==> src/rtl/ifu_pkg.sv <==
// -----------------------------------------------------------------------------
// ifu_pkg -- shared definitions for the instruction fetch unit.
//   * IFU_Ctrl next-PC select encodings (NPC_*)
//   * FSM state encoding (ST_*)
//   * default reset PC
//   * branch_offset(): sign-extends a 16-bit branch offset and scales it by 4
// -----------------------------------------------------------------------------
package ifu_pkg;

    // Next-PC select encodings carried on IFU_Ctrl
    localparam logic [1:0] NPC_PLUS4  = 2'd0;
    localparam logic [1:0] NPC_BRANCH = 2'd1;
    localparam logic [1:0] NPC_JUMP   = 2'd2;
    localparam logic [1:0] NPC_JR     = 2'd3;

    // Fetch FSM state encoding
    localparam logic [1:0] ST_FETCH = 2'd0;
    localparam logic [1:0] ST_WAIT  = 2'd1;
    localparam logic [1:0] ST_READY = 2'd2;

    // PC loaded on reset unless the instance overrides it
    localparam logic [31:0] IFU_RESET_PC_DEFAULT = 32'h0000_3000;

    // Word offset of a branch: sign-extend and multiply by 4
    function automatic logic [31:0] branch_offset(input logic [15:0] imm16);
        return {{14{imm16[15]}}, imm16, 2'b00};
    endfunction

endpackage

==> src/rtl/ifu_if.sv <==
// -----------------------------------------------------------------------------
// ifu_if -- bundle of the IFU control, memory and instruction-out signals.
//   master : the fetch unit side (drives request + instruction outputs)
//   slave  : the environment side (memory, decode/consumer)
// Signals:
//   IFU_Ctrl/Imm16/Imm26/RegAddr : resolved next-PC select and operands
//   IFU_Next                     : consumer accepts the held instruction
//   IFU_ImemReq/ImemAddr         : fetch request
//   IFU_ImemValid/ImemRdata      : fetch response
//   IFU_Instr/InstrValid/PC/PCPlus4 : fetched instruction and its address
//   IFU_AddrErr                  : bad fetch address flag
// -----------------------------------------------------------------------------
interface ifu_if;
    logic [1:0]  IFU_Ctrl;
    logic [15:0] IFU_Imm16;
    logic [25:0] IFU_Imm26;
    logic [31:0] IFU_RegAddr;
    logic        IFU_Next;
    logic        IFU_ImemReq;
    logic [31:0] IFU_ImemAddr;
    logic        IFU_ImemValid;
    logic [31:0] IFU_ImemRdata;
    logic [31:0] IFU_Instr;
    logic        IFU_InstrValid;
    logic [31:0] IFU_PC;
    logic [31:0] IFU_PCPlus4;
    logic        IFU_AddrErr;

    modport master (
        input  IFU_Ctrl, IFU_Imm16, IFU_Imm26, IFU_RegAddr, IFU_Next,
        input  IFU_ImemValid, IFU_ImemRdata,
        output IFU_ImemReq, IFU_ImemAddr,
        output IFU_Instr, IFU_InstrValid, IFU_PC, IFU_PCPlus4, IFU_AddrErr
    );

    modport slave (
        output IFU_Ctrl, IFU_Imm16, IFU_Imm26, IFU_RegAddr, IFU_Next,
        output IFU_ImemValid, IFU_ImemRdata,
        input  IFU_ImemReq, IFU_ImemAddr,
        input  IFU_Instr, IFU_InstrValid, IFU_PC, IFU_PCPlus4, IFU_AddrErr
    );
endinterface

==> src/rtl/ifu_npc.sv <==
// -----------------------------------------------------------------------------
// ifu_npc -- combinational next-PC calculation.
//   pc_i        : current PC
//   ctrl_i      : next-PC select (NPC_*)
//   imm16_i     : branch offset (words, signed)
//   imm26_i     : jump index
//   reg_addr_i  : jump-register target
//   pc_plus4_o  : pc_i + 4 (mod 2^32)
//   npc_o       : selected next PC
// -----------------------------------------------------------------------------
module ifu_npc
    import ifu_pkg::*;
(
    input  logic [31:0] pc_i,
    input  logic [1:0]  ctrl_i,
    input  logic [15:0] imm16_i,
    input  logic [25:0] imm26_i,
    input  logic [31:0] reg_addr_i,
    output logic [31:0] pc_plus4_o,
    output logic [31:0] npc_o
);

    logic [31:0] seq_s;

    assign seq_s      = pc_i + 32'd4;
    assign pc_plus4_o = seq_s;

    // Next-PC select; branch and jump are both relative to the sequential PC
    always_comb begin
        npc_o = seq_s;
        case (ctrl_i)
            NPC_PLUS4:  npc_o = seq_s;
            NPC_BRANCH: npc_o = seq_s + branch_offset(imm16_i);
            NPC_JUMP:   npc_o = {seq_s[31:28], imm26_i, 2'b00};
            NPC_JR:     npc_o = reg_addr_i;
            default:    npc_o = seq_s;
        endcase
    end

endmodule

==> src/rtl/ifu.sv <==
// -----------------------------------------------------------------------------
// ifu -- instruction fetch unit: FETCH -> WAIT -> READY per instruction.
// Ports:
//   IFU_Clk      : clock, rising edge
//   IFU_Reset_n  : asynchronous active-low reset
//   bus          : ifu_if.master (control in, memory request/response,
//                  instruction/PC out, address error flag)
// Parameters:
//   RESET_PC     : PC after reset
//   IMEM_WORDS   : instruction memory size in words (range check only)
// Build option:
//   IFU_ADDR_CHECK_EN : when defined, a misaligned or out-of-range PC
//                       suppresses the fetch and sets a sticky IFU_AddrErr.
// -----------------------------------------------------------------------------
module ifu
    import ifu_pkg::*;
#(
    parameter logic [31:0] RESET_PC   = IFU_RESET_PC_DEFAULT,
    parameter int unsigned IMEM_WORDS = 1024
)(
    input  logic  IFU_Clk,
    input  logic  IFU_Reset_n,
    ifu_if.master bus
);

    // End of the fetchable window, one bit wider so it cannot wrap
    localparam logic [32:0] PC_END = {1'b0, RESET_PC} + (33'(IMEM_WORDS) * 33'd4);

    logic [1:0]  state_q, state_d;
    logic [31:0] pc_q, pc_d;
    logic [31:0] instr_q, instr_d;
    logic        addr_err_q, addr_err_d;
    logic [31:0] npc_s;
    logic [31:0] pc_plus4_s;
    logic        addr_bad_s;
    logic        fetch_block_s;

    ifu_npc u_npc (
        .pc_i       (pc_q),
        .ctrl_i     (bus.IFU_Ctrl),
        .imm16_i    (bus.IFU_Imm16),
        .imm26_i    (bus.IFU_Imm26),
        .reg_addr_i (bus.IFU_RegAddr),
        .pc_plus4_o (pc_plus4_s),
        .npc_o      (npc_s)
    );

    assign addr_bad_s = (pc_q[1:0] != 2'b00) || (pc_q < RESET_PC) ||
                        ({1'b0, pc_q} >= PC_END);

`ifdef IFU_ADDR_CHECK_EN
    // Once flagged, the FSM is parked in FETCH with the request suppressed
    assign fetch_block_s   = addr_bad_s || addr_err_q;
    assign bus.IFU_AddrErr = addr_err_q;
`else
    logic unused_s;
    assign fetch_block_s   = 1'b0;
    assign bus.IFU_AddrErr = 1'b0;
    assign unused_s        = addr_bad_s ^ addr_err_q;
`endif

    // The request is qualified with reset so it is low while reset is held
    // yet rises in the very first cycle after release.
    assign bus.IFU_ImemReq    = IFU_Reset_n && (state_q == ST_FETCH) && !fetch_block_s;
    assign bus.IFU_ImemAddr   = pc_q;
    assign bus.IFU_PC         = pc_q;
    assign bus.IFU_PCPlus4    = pc_plus4_s;
    assign bus.IFU_Instr      = instr_q;
    assign bus.IFU_InstrValid = (state_q == ST_READY);

    // Fetch FSM next-state, PC and instruction capture
    always_comb begin
        state_d    = state_q;
        pc_d       = pc_q;
        instr_d    = instr_q;
        addr_err_d = addr_err_q;
        case (state_q)
            ST_FETCH: begin
                if (fetch_block_s) begin
                    addr_err_d = 1'b1;
                    state_d    = ST_FETCH;
                end else begin
                    state_d    = ST_WAIT;
                end
            end
            ST_WAIT: begin
                if (bus.IFU_ImemValid) begin
                    instr_d = bus.IFU_ImemRdata;
                    state_d = ST_READY;
                end else begin
                    state_d = ST_WAIT;
                end
            end
            ST_READY: begin
                if (bus.IFU_Next) begin
                    pc_d    = npc_s;
                    state_d = ST_FETCH;
                end else begin
                    state_d = ST_READY;
                end
            end
            default: begin
                state_d = ST_FETCH;
            end
        endcase
    end

    // State registers
    always_ff @(posedge IFU_Clk or negedge IFU_Reset_n) begin
        if (!IFU_Reset_n) begin
            state_q    <= ST_FETCH;
            pc_q       <= RESET_PC;
            instr_q    <= 32'd0;
            addr_err_q <= 1'b0;
        end else begin
            state_q    <= state_d;
            pc_q       <= pc_d;
            instr_q    <= instr_d;
            addr_err_q <= addr_err_d;
        end
    end

endmodule

==> src/flat_wrapper.sv <==
// flat-port wrapper written by rule: the top's interface ports become plain ports
module ifu_flat import ifu_pkg::*;
#(
    parameter logic [31:0] RESET_PC   = IFU_RESET_PC_DEFAULT,
    parameter int unsigned IMEM_WORDS = 1024
)
  (IFU_Clk, IFU_Reset_n, bus_IFU_Ctrl, bus_IFU_Imm16, bus_IFU_Imm26, bus_IFU_RegAddr, bus_IFU_Next, bus_IFU_ImemValid, bus_IFU_ImemRdata, bus_IFU_ImemReq, bus_IFU_ImemAddr, bus_IFU_Instr, bus_IFU_InstrValid, bus_IFU_PC, bus_IFU_PCPlus4, bus_IFU_AddrErr);
  ifu_if bus_i ();
  input  logic IFU_Clk;
  input  logic IFU_Reset_n;
  input wire logic [$bits(bus_i.IFU_Ctrl)-1:0] bus_IFU_Ctrl;
  input wire logic [$bits(bus_i.IFU_Imm16)-1:0] bus_IFU_Imm16;
  input wire logic [$bits(bus_i.IFU_Imm26)-1:0] bus_IFU_Imm26;
  input wire logic [$bits(bus_i.IFU_RegAddr)-1:0] bus_IFU_RegAddr;
  input wire logic [$bits(bus_i.IFU_Next)-1:0] bus_IFU_Next;
  input wire logic [$bits(bus_i.IFU_ImemValid)-1:0] bus_IFU_ImemValid;
  input wire logic [$bits(bus_i.IFU_ImemRdata)-1:0] bus_IFU_ImemRdata;
  output wire logic [$bits(bus_i.IFU_ImemReq)-1:0] bus_IFU_ImemReq;
  output wire logic [$bits(bus_i.IFU_ImemAddr)-1:0] bus_IFU_ImemAddr;
  output wire logic [$bits(bus_i.IFU_Instr)-1:0] bus_IFU_Instr;
  output wire logic [$bits(bus_i.IFU_InstrValid)-1:0] bus_IFU_InstrValid;
  output wire logic [$bits(bus_i.IFU_PC)-1:0] bus_IFU_PC;
  output wire logic [$bits(bus_i.IFU_PCPlus4)-1:0] bus_IFU_PCPlus4;
  output wire logic [$bits(bus_i.IFU_AddrErr)-1:0] bus_IFU_AddrErr;
  assign bus_i.IFU_Ctrl = bus_IFU_Ctrl;
  assign bus_i.IFU_Imm16 = bus_IFU_Imm16;
  assign bus_i.IFU_Imm26 = bus_IFU_Imm26;
  assign bus_i.IFU_RegAddr = bus_IFU_RegAddr;
  assign bus_i.IFU_Next = bus_IFU_Next;
  assign bus_i.IFU_ImemValid = bus_IFU_ImemValid;
  assign bus_i.IFU_ImemRdata = bus_IFU_ImemRdata;
  assign bus_IFU_ImemReq = bus_i.IFU_ImemReq;
  assign bus_IFU_ImemAddr = bus_i.IFU_ImemAddr;
  assign bus_IFU_Instr = bus_i.IFU_Instr;
  assign bus_IFU_InstrValid = bus_i.IFU_InstrValid;
  assign bus_IFU_PC = bus_i.IFU_PC;
  assign bus_IFU_PCPlus4 = bus_i.IFU_PCPlus4;
  assign bus_IFU_AddrErr = bus_i.IFU_AddrErr;
  ifu #(.RESET_PC(RESET_PC), .IMEM_WORDS(IMEM_WORDS)) u_core (.IFU_Clk(IFU_Clk), .IFU_Reset_n(IFU_Reset_n), .bus(bus_i));
endmodule
==> config.mk <==
export PLATFORM = sky130hd
export DESIGN_NAME = ifu_flat
export DESIGN_NICKNAME = d
export VERILOG_FILES = /design/src/rtl/ifu_pkg.sv /design/src/rtl/ifu_if.sv /design/src/rtl/ifu_npc.sv /design/src/rtl/ifu.sv /design/src/flat_wrapper.sv
export SDC_FILE = /design/constraint.sdc
export NUM_CORES = 1
export LEC_CHECK = 0
export CAP_MARGIN = 0
export CORE_MARGIN = 10
export CORE_UTILIZATION = 44
export DETAILED_ROUTE_END_ITERATION = 16
export PLACE_DENSITY = 0.82
export SYNTH_ARGS = -nofsm -noshare
export SYNTH_HDL_FRONTEND = slang
export SYNTH_SLANG_ARGS = --single-unit
==> constraint.sdc <==
create_clock -name IFU_Clk -period 4.49 [get_ports IFU_Clk]
set_clock_uncertainty 0.15 [all_clocks]
set_input_delay 0.898 -clock IFU_Clk [delete_from_list [all_inputs] [get_ports IFU_Clk]]
set_output_delay 0.898 -clock IFU_Clk [all_outputs]
set_load 0.01 [all_outputs]
After elaboration in Yosys (flattened, before gate mapping)
Index checks and enable logic that the tools add are counted.
{"block": "op_classes", "n_eq_ne": 5, "n_reduce_logical": 5, "mux": 4, "addsub": 2}
{"operator": "case mux 32 bit (4 select lines)", "n": 1}
{"operator": "adder 32 x 3 -> 32 bit (second input constant)", "n": 1}
{"operator": "adder 32 bit", "n": 1}
{"operator": "equality test 2 bit (second input constant)", "n": 3}
{"operator": "case mux 2 bit (3 select lines)", "n": 1}
{"operator": "equality test 2 x 1 -> 1 bit (second input constant)", "n": 2}
{"operator": "zero test 2 bit", "n": 2}
{"operator": "2-to-1 mux 2 bit", "n": 2}
{"operator": "AND reduction 2 bit", "n": 2}
{"operator": "logical AND 1 bit", "n": 1}
{"block": "totals", "elab_cells": 19, "input_bits": 112, "output_inout_bits": 131, "regBits": 66}

Depth between registers and ports, before layout
Gate-level depths: netlist (run 1).
{"block": "logic_depth", "depth_word": 3, "depth_mapped": 19, "ltp_nobuf": 18}

Modules after synthesis
A second synthesis (run 1) with hierarchy kept.
{"block": "unflattened", "hier_cells": 559, "area_unflattened_um2": 5943.2}
{"module": "ifu", "seq_area_each_um2": 1654.1, "area_each_um2": 2982.9, "instances": 1, "cells_per_inst": 177}
{"module": "ifu_npc", "seq_area_each_um2": 0.0, "area_each_um2": 2960.3, "instances": 1, "cells_per_inst": 382}

Least setup slack after synthesis (run 1)
No wires, ideal clock.
{"block": "synth_timing", "kind": "register -> register", "start": "register u_core.pc_q[2], in the netlist u_core.bus.IFU_ImemAddr[2]", "end": "register u_core.pc_q[31], in the netlist u_core.bus.IFU_ImemAddr[31]", "period_less_slack_ps": 3912, "path_stages_with_launch": 18, "path_buffers": 0, "t_required_ps": 4253, "setup_ps": 87, "arrival_ps": 3676, "slack_ps": 578, "cell_sequence": "dfrtp_1 -> ha_1 -> nand2_1 -> nor2_1 -> nand3_1 -> nor2_1 -> and3_1 -> xor2_1 -> ha_1 -> nand2_1 -> or3_1 -> o211ai_1 -> a21oi_2 -> o21ai_2 -> a31oi_1 -> o41ai_2 -> xnor2_1 -> a211oi_2"}
{"block": "synth_between", "elab_chain_cells": 3}
{"element": "start, declared", "line": "ifu.sv:30", "text": "logic [31:0] pc_q, pc_d;"}
{"element": "start signal, assigned", "line": "ifu.sv:117", "text": "pc_q <= pc_d;"}
{"element": "adder 32 x 3 -> 32 bit", "line": "ifu_npc.sv:25", "text": "assign seq_s = pc_i + 32'd4;"}
{"element": "named net bus_IFU_PCPlus4[18]", "line": "flat_wrapper.sv:23", "text": "output wire logic [$bits(bus_i.IFU_PCPlus4)-1:0] bus_IFU_PCPlus4;"}
{"element": "adder 32 bit", "line": "ifu_npc.sv:33", "text": "NPC_BRANCH: npc_o = seq_s + branch_offset(imm16_i);"}
{"element": "case mux 32 bit (4 select lines)", "line": "ifu_npc.sv:31", "text": "case (ctrl_i)"}
The timed path passes the listed nets, and every way through them passes these cells.
A chain may end at the register's enable or synchronous reset.

Worst setup path in the final report (run 1)
{"block": "layout_timing", "start": "register u_core.pc_q[2], in the netlist u_core.bus.IFU_ImemAddr[2]", "end": "output bus_IFU_PCPlus4[26]"}
{"block": "layout_between", "elab_chain_cells": 1}
{"element": "adder 32 x 3 -> 32 bit", "line": "ifu_npc.sv:25"}
{"element": "end, declared", "line": "flat_wrapper.sv:23"}
No other way between the ends.

==> results of run 1 <==
==> stage by stage <==
stage | utilization (%) | setup slack, ns
finish | 65.77 | 0.2358
global route | 65.77 | 0.01016
CTS | 65.75 | 0.1782
detailed placement | 63.40 | 0.2924
global placement | 63.40 | 0.3690
floorplan | - | 0.5777
==> worst max-delay path: stages (launching register included) <==
cell             delay (ns)
dfrtp_1                0.46
ha_1                   0.28
nand2_1                0.10
nor2_1                 0.24
nand3_1                0.15
buf_4                  0.18
or2_1                  0.32
nor2_1                 0.16
xor2_1                 0.34
clkdlybuf4s50_1        0.63
==> placed cells by master (no fill, tap or decap), types with 17 or more instances in the layout <==
master / netlist / routed
clkdlybuf4s50_1: 0 / 239
nand2_1: 84 / 84
dfrtp_1: 64 / 64
a21oi_1: 53 / 53
nor2_1: 42 / 41
mux2_2: 39 / 39
ha_1: 35 / 35
xnor2_1: 30 / 30
o21ai_0: 26 / 26
xor2_1: 21 / 21
a21o_1: 17 / 17
==> cell type report <==
cell class	count	area (um^2)	share of cell area, %
clock buffer	10	229.0	2.759
clock inverter	6	67.56	0.8140
inverter	15	56.30	0.6783
multi-input combinational	497	3563	42.93
sequential	66	1654	19.93
tap	172	215.2	2.593
timing repair buffer	256	2515	30.30
==> what timing repair did <==
item,CTS,global route
hold endpoints to repair,0,0
resized for setup,0,1
setup endpoints to repair,0,1
hold buffers,0,0
==> metal layers <==
layer	track usage, %	vias up	part of all wire [%]
li1	-	2679	-
met1	29.23	2800	41
met2	41.35	318	49
met3	6.316	30	8.3
met4	6.227	0	1.6
met5	0	-	0
==> registers in the layout, indices dropped and copies added (netlist names) <==
signal	flops
u_core.state_q	2
u_core.bus.IFU_Instr	32
u_core.bus.IFU_ImemAddr	32
==> cell families after synthesis <==
kind of cell | count (synthesis) | synth area share [%]
and+or+nand+nor | 192 | 16.05
other | 1 | 0.06635
xor gates and xnor gates | 53 | 8.678
DFF | 66 | 29.27
muxes | 53 | 12.02
AOI/OAI and AO/OA | 162 | 18.09
buffers and inverters | 79 | 7.726
adders and majority gates | 36 | 8.103
==> report_power, final <==
part	leakage [nW]	internal [mW]	total, mW	switching, mW
clock	0.139	0.431	0.710	0.279
sequential	0.780	0.882	1.20	0.315
combinational	2.51	1.89	3.62	1.74
==> final timing paths <==
| check | slack, ns | end |
|---|---|---|
| setup reg to reg | 0.33 | u_core.bus.IFU_ImemAddr[31] |
| min in group asynchronous | 0.67 | u_core.bus.IFU_ImemAddr[8] |
| setup / recovery | 0.24 | bus_IFU_PCPlus4[26] |
| hold reg to reg | 0.31 | u_core.state_q[0] |
| max in group asynchronous | 2.93 | u_core.bus.IFU_ImemAddr[24] |
| hold / removal | 0.31 | u_core.state_q[0] |
==> flow_summary.yaml, run 1 <==
status:
  outcome: "finished clean"
routing:
  vias_per_cell: 5.702
  num_vias: 5827
  drt_wl_total_mm: 22.39
  drt_iter0_drc: 522
  wl_per_cell_um: 21.91
  drc: 0
  first_pass_iters: 5
  final_antenna_net_count: 0
clocking:
  post_cts_buffers: 0
  cts_buffer_depth: 2
  htree_levels: 3
  clock_sinks: 66
  numCtsBuffers: 9
  cts.clk_slew.worst_paths_ns: 0.06
  insertion_delay_ns: 0.33
  cts_root_buffer: "clkbuf_16"
  cts_tree: "done"
yosys:
  synth_area_leaders: "dfrtp_1 (28%), mux2_2 (7.8%), ha_1 (7.7%)"
  synth_flop_cell: "dfrtp_1"
  synth-async-reset-ratio_pct: 100.0
  syn_area_um2: 5652
  synth_nets: 790
  synth_common_cells: "nand2_1 (84), dfrtp_1 (64), a21oi_1 (53), nor2_1 (42), mux2_2 (39)"
  seq_area_frac_synth_pct: 29.27
  synth_top_area_share_pct: 28.34
  synth_edf_count: 0
  synth_seq_cells: 66
  yosysTopAreaCell: "dfrtp_1"
  yosysMostFrequentCell: "nand2_1"
  ys_types: 63
  yosys_warnings: 0
  synth.avg_cell_area_um2: 8.803
  synthCells: 642
global_routing:
  antenna_found_initial: 0
  grt_usage_pct: 24.11
  overflow: 0
  grt_pass1_wl_mm: 34.15
  grt_pass1_vias: 5805
  grt_max_degree: 67
layout:
  finalNetCount: 993
  fin_area_um2: 8300
  final_cell_count_no_fill: 1022
  nFillCells: 1035
  diodes: 0
  area_growth_syn_to_layout_pct: 46.87
  drive_gt1_share_pct: 11.18
critical_path:
  cp-start-kind: "flip-flop"
  crit_start: "u_core.bus.IFU_ImemAddr[2]"
  r2r_start: "u_core.bus.IFU_ImemAddr[2]"
  cp.required_ns: 3.44
  timing.critical_path.to_type: "output pin"
  crit_arrival_ns: 3.21
  path_class: "reg2out"
  reg2reg_depth: 18
  worstPathMaxFanout: 6
placement:
  dpl-instance-area_um2: 8001
  hpwlAfterDp_mm: 17.99
  gp_congestion: 0.9678
  port_buffers: 241
  post-place-cells: 1006
floorplan:
  ios: 243
  die_w_um: 133.3
  die_y_um: 133.3
  core-area_um2: 12620
  start_util_pct: 44.78
  dieArea_um2: 17780
  placementRows: 41
sta:
  setup_viol: 0
  setup_tns_ns: 0
  maxSlewViolCount: 0
  maxSlewHeadroom_pct: 41.39
  max_freq_mhz: 235.1
  rsz0062_at_grt: "false"
  period_share_pct: 94.75
  holdWs_ns: 0.3121
  hold_viol: 0
  worst_pin_slew_ns: 0.8791
  period_minus_slack_ns: 4.254
power_and_ir_drop:
  p_leak_nw: 3.427
  power-per-cell-area_nw_per_um2: 666.1
  finalPower_mw: 5.529
  peakVddDrop_uv: 321.8
min_path:
  hold_path.startpoint: "u_core.state_q[1]"
  min_path_cells: 1
  hold_class: "reg2reg"
job:
  cap_viol_max_count: 0
Power figures use the tool's default switching activity.
==> inputs of run 2 (changes only) <==
Settings changed: ABC_CLOCK_PERIOD_IN_PS set to 5000, CAP_MARGIN 0 to 20, CORE_UTILIZATION 44 to 47, PLACE_DENSITY 0.82 to 0.87.
Clock period 4.49 ns to 5 ns, I/O delays scaled along.
==> flow_summary.yaml, run 2 (same netlist as run 1, synthesis figures left out) <==
clocking:
  htree_levels: 3
  post_cts_buffers: 0
  cts_root_buffer: "clkbuf_16"
  cts.clk_slew.worst_paths_ns: 0.06
  clock_sinks: 66
  insertion_delay_ns: 0.33
  cts_tree: "done"
  numCtsBuffers: 9
  cts_resized: 0
  hold_buffers: 0
  cts_buffer_depth: 2
layout:
  final_common_cell: "clkdlybuf4s50_1"
  finalNetCount: 986
  post-route-util_pct: 70.95
  layout_common_cells: "clkdlybuf4s50_1 (239), nand2_1 (84), dfrtp_1 (64)"
  area_growth_syn_to_layout_pct: 45.80
  drive_gt1_share_pct: 10.44
  final_cell_count_no_fill: 986
  nFillCells: 878
  diodes: 0
placement:
  gp_congestion: 0.9840
  post-place-cells: 970
  hpwlAfterDp_mm: 17.52
  port_buffers: 241
critical_path:
  r2r_start: "u_core.bus.IFU_ImemAddr[2]"
  cp_slowest_cell: "clkdlybuf4s50_1"
  timing.critical_path.to_type: "output pin"
  path_common_cell: "nor2_1"
  worstPathMaxFanout: 7
  cp_top_family: "simple AND/OR/NAND/NOR gates"
  crit_start: "u_core.bus.IFU_ImemAddr[2]"
  path_class: "reg2out"
  cp_num_buf_inv: 1
  path_cells: "ha_1, nand2_1, nor2_1, nand3_1, or2_1, nor2_1, xor2_1, clkdlybuf4s50_1"
  crit_arrival_ns: 3.26
  slowest_delay_ns: 0.62
  cp-start-kind: "flip-flop"
  cp.required_ns: 3.85
sta:
  period_share_pct: 88.17
  maxSlewViolCount: 0
  rsz0062_at_grt: "false"
  maxSlewHeadroom_pct: 40.33
  worst_pin_slew_ns: 0.8950
  holdWs_ns: 0.3297
  setup_viol: 0
  setup_tns_ns: 0
  hold_viol: 0
  max_freq_mhz: 226.8
  period_minus_slack_ns: 4.409
floorplan:
  dieArea_um2: 16810
  placementRows: 39
  die_y_um: 129.7
  ios: 243
  die_w_um: 129.7
  start_util_pct: 48.66
  core-area_um2: 11610
global_routing:
  grt_pass1_wl_mm: 33.55
  grt_max_degree: 67
  use_met1_pct: 29.38
  antenna_found_initial: 0
  busiest_layer: "met2"
  met3_usage_pct: 5.832
  grt_pass1_vias: 5940
  grt_usage_pct: 25.35
  use_met2_pct: 45.69
  overflow: 0
routing:
  first_pass_iters: 5
  drt_iter0_drc: 457
  drt_wl_total_mm: 22.02
  drc: 0
  vias_per_cell: 5.795
  final_antenna_net_count: 0
  num_vias: 5714
  wl_per_cell_um: 22.33
power_and_ir_drop:
  p_leak_nw: 3.417
  peakVddDrop_uv: 295.6
  power-per-cell-area_nw_per_um2: 607.6
job:
  cap_viol_max_count: 0
min_path:
  hold_path.startpoint: "u_core.state_q[1]"
  hold_class: "reg2reg"
status:
  outcome: "finished clean"
run 2: changes by cell type in the layout (fill, tap and decap cells not counted), sizes merged:
cell / previous run / this run
buf: 17 / 10
clkbuf: 10 / 9
clkinvlp: 2 / 0
clkinv: 3 / 4
bufinv: 1 / 2
inv: 15 / 16
run 2: path summary, 6_finish.rpt:
kind                       slack [ns]                          end  depth (start not counted)
max reg2reg                      0.64  u_core.bus.IFU_ImemAddr[31]                         17
min in group asynchronous        0.81     u_core.bus.IFU_Instr[31]                          2
max in group asynchronous        3.33   u_core.bus.IFU_ImemAddr[0]                          2
max                              0.59          bus_IFU_PCPlus4[28]                          8
min reg2reg                      0.33            u_core.state_q[0]                          1
min                              0.33            u_core.state_q[0]                          1
run 2: cell type report:
class | instances | area [um^2] | share of cell area (%)
Multi-Input combinational cell | 497 | 3561 | 43.21
Timing Repair Buffer | 249 | 2462 | 29.88
Sequential cell | 66 | 1654 | 20.07
Clock buffer | 9 | 225.2 | 2.733
Tap cell | 143 | 178.9 | 2.171
Clock inverter | 7 | 102.6 | 1.245
Inverter | 15 | 56.30 | 0.6833
run 2: worst register-to-register path, cell delays in order (launching register included):
cell and delay, ns:
dfrtp_1 0.46, ha_1 0.28, nand2_1 0.10, nor2_1 0.24, nand3_1 0.26, nor2_1 0.26
and3_1 0.24, xor2_1 0.10, ha_1 0.36, nand2_1 0.10, or3_1 0.37, o211ai_1 0.14
a21oi_2 0.08, o21ai_2 0.21, a31oi_1 0.24, o41ai_2 0.36, xnor2_1 0.13, a211oi_2 0.21
run 2: metal layers:
layer	vias up	share of wire, %	wire length (um)
met5	-	0	0
met1	2737	38	8391
met4	0	1.9	412
met3	23	9.4	2079
met2	289	51	11130
li1	2665	-	-
run 2: metrics by stage:
stage	total power, mW	setup slack (ns)	instance area [um^2]
floorplan	2.879	1.088	5652
global placement	4.197	0.8427	7913
detailed placement	4.284	0.6721	7913
CTS	5.007	0.6214	8240
global route	5.319	0.2604	8240
finish	5.006	0.5914	8240
run 2: power breakdown:
group	total (mW)	switching [mW]	internal [mW]	leakage, nW
clock network	0.704	0.262	0.442	0.161
logic	3.21	1.54	1.67	2.48
registers	1.09	0.301	0.792	0.780
==> inputs of run 3 (changes only) <==
Settings changed: HOLD_SLACK_MARGIN set to 0.1.
==> results of run 3 <==
Same layout as run 2: the final DEF is identical, and so are final timing and power.
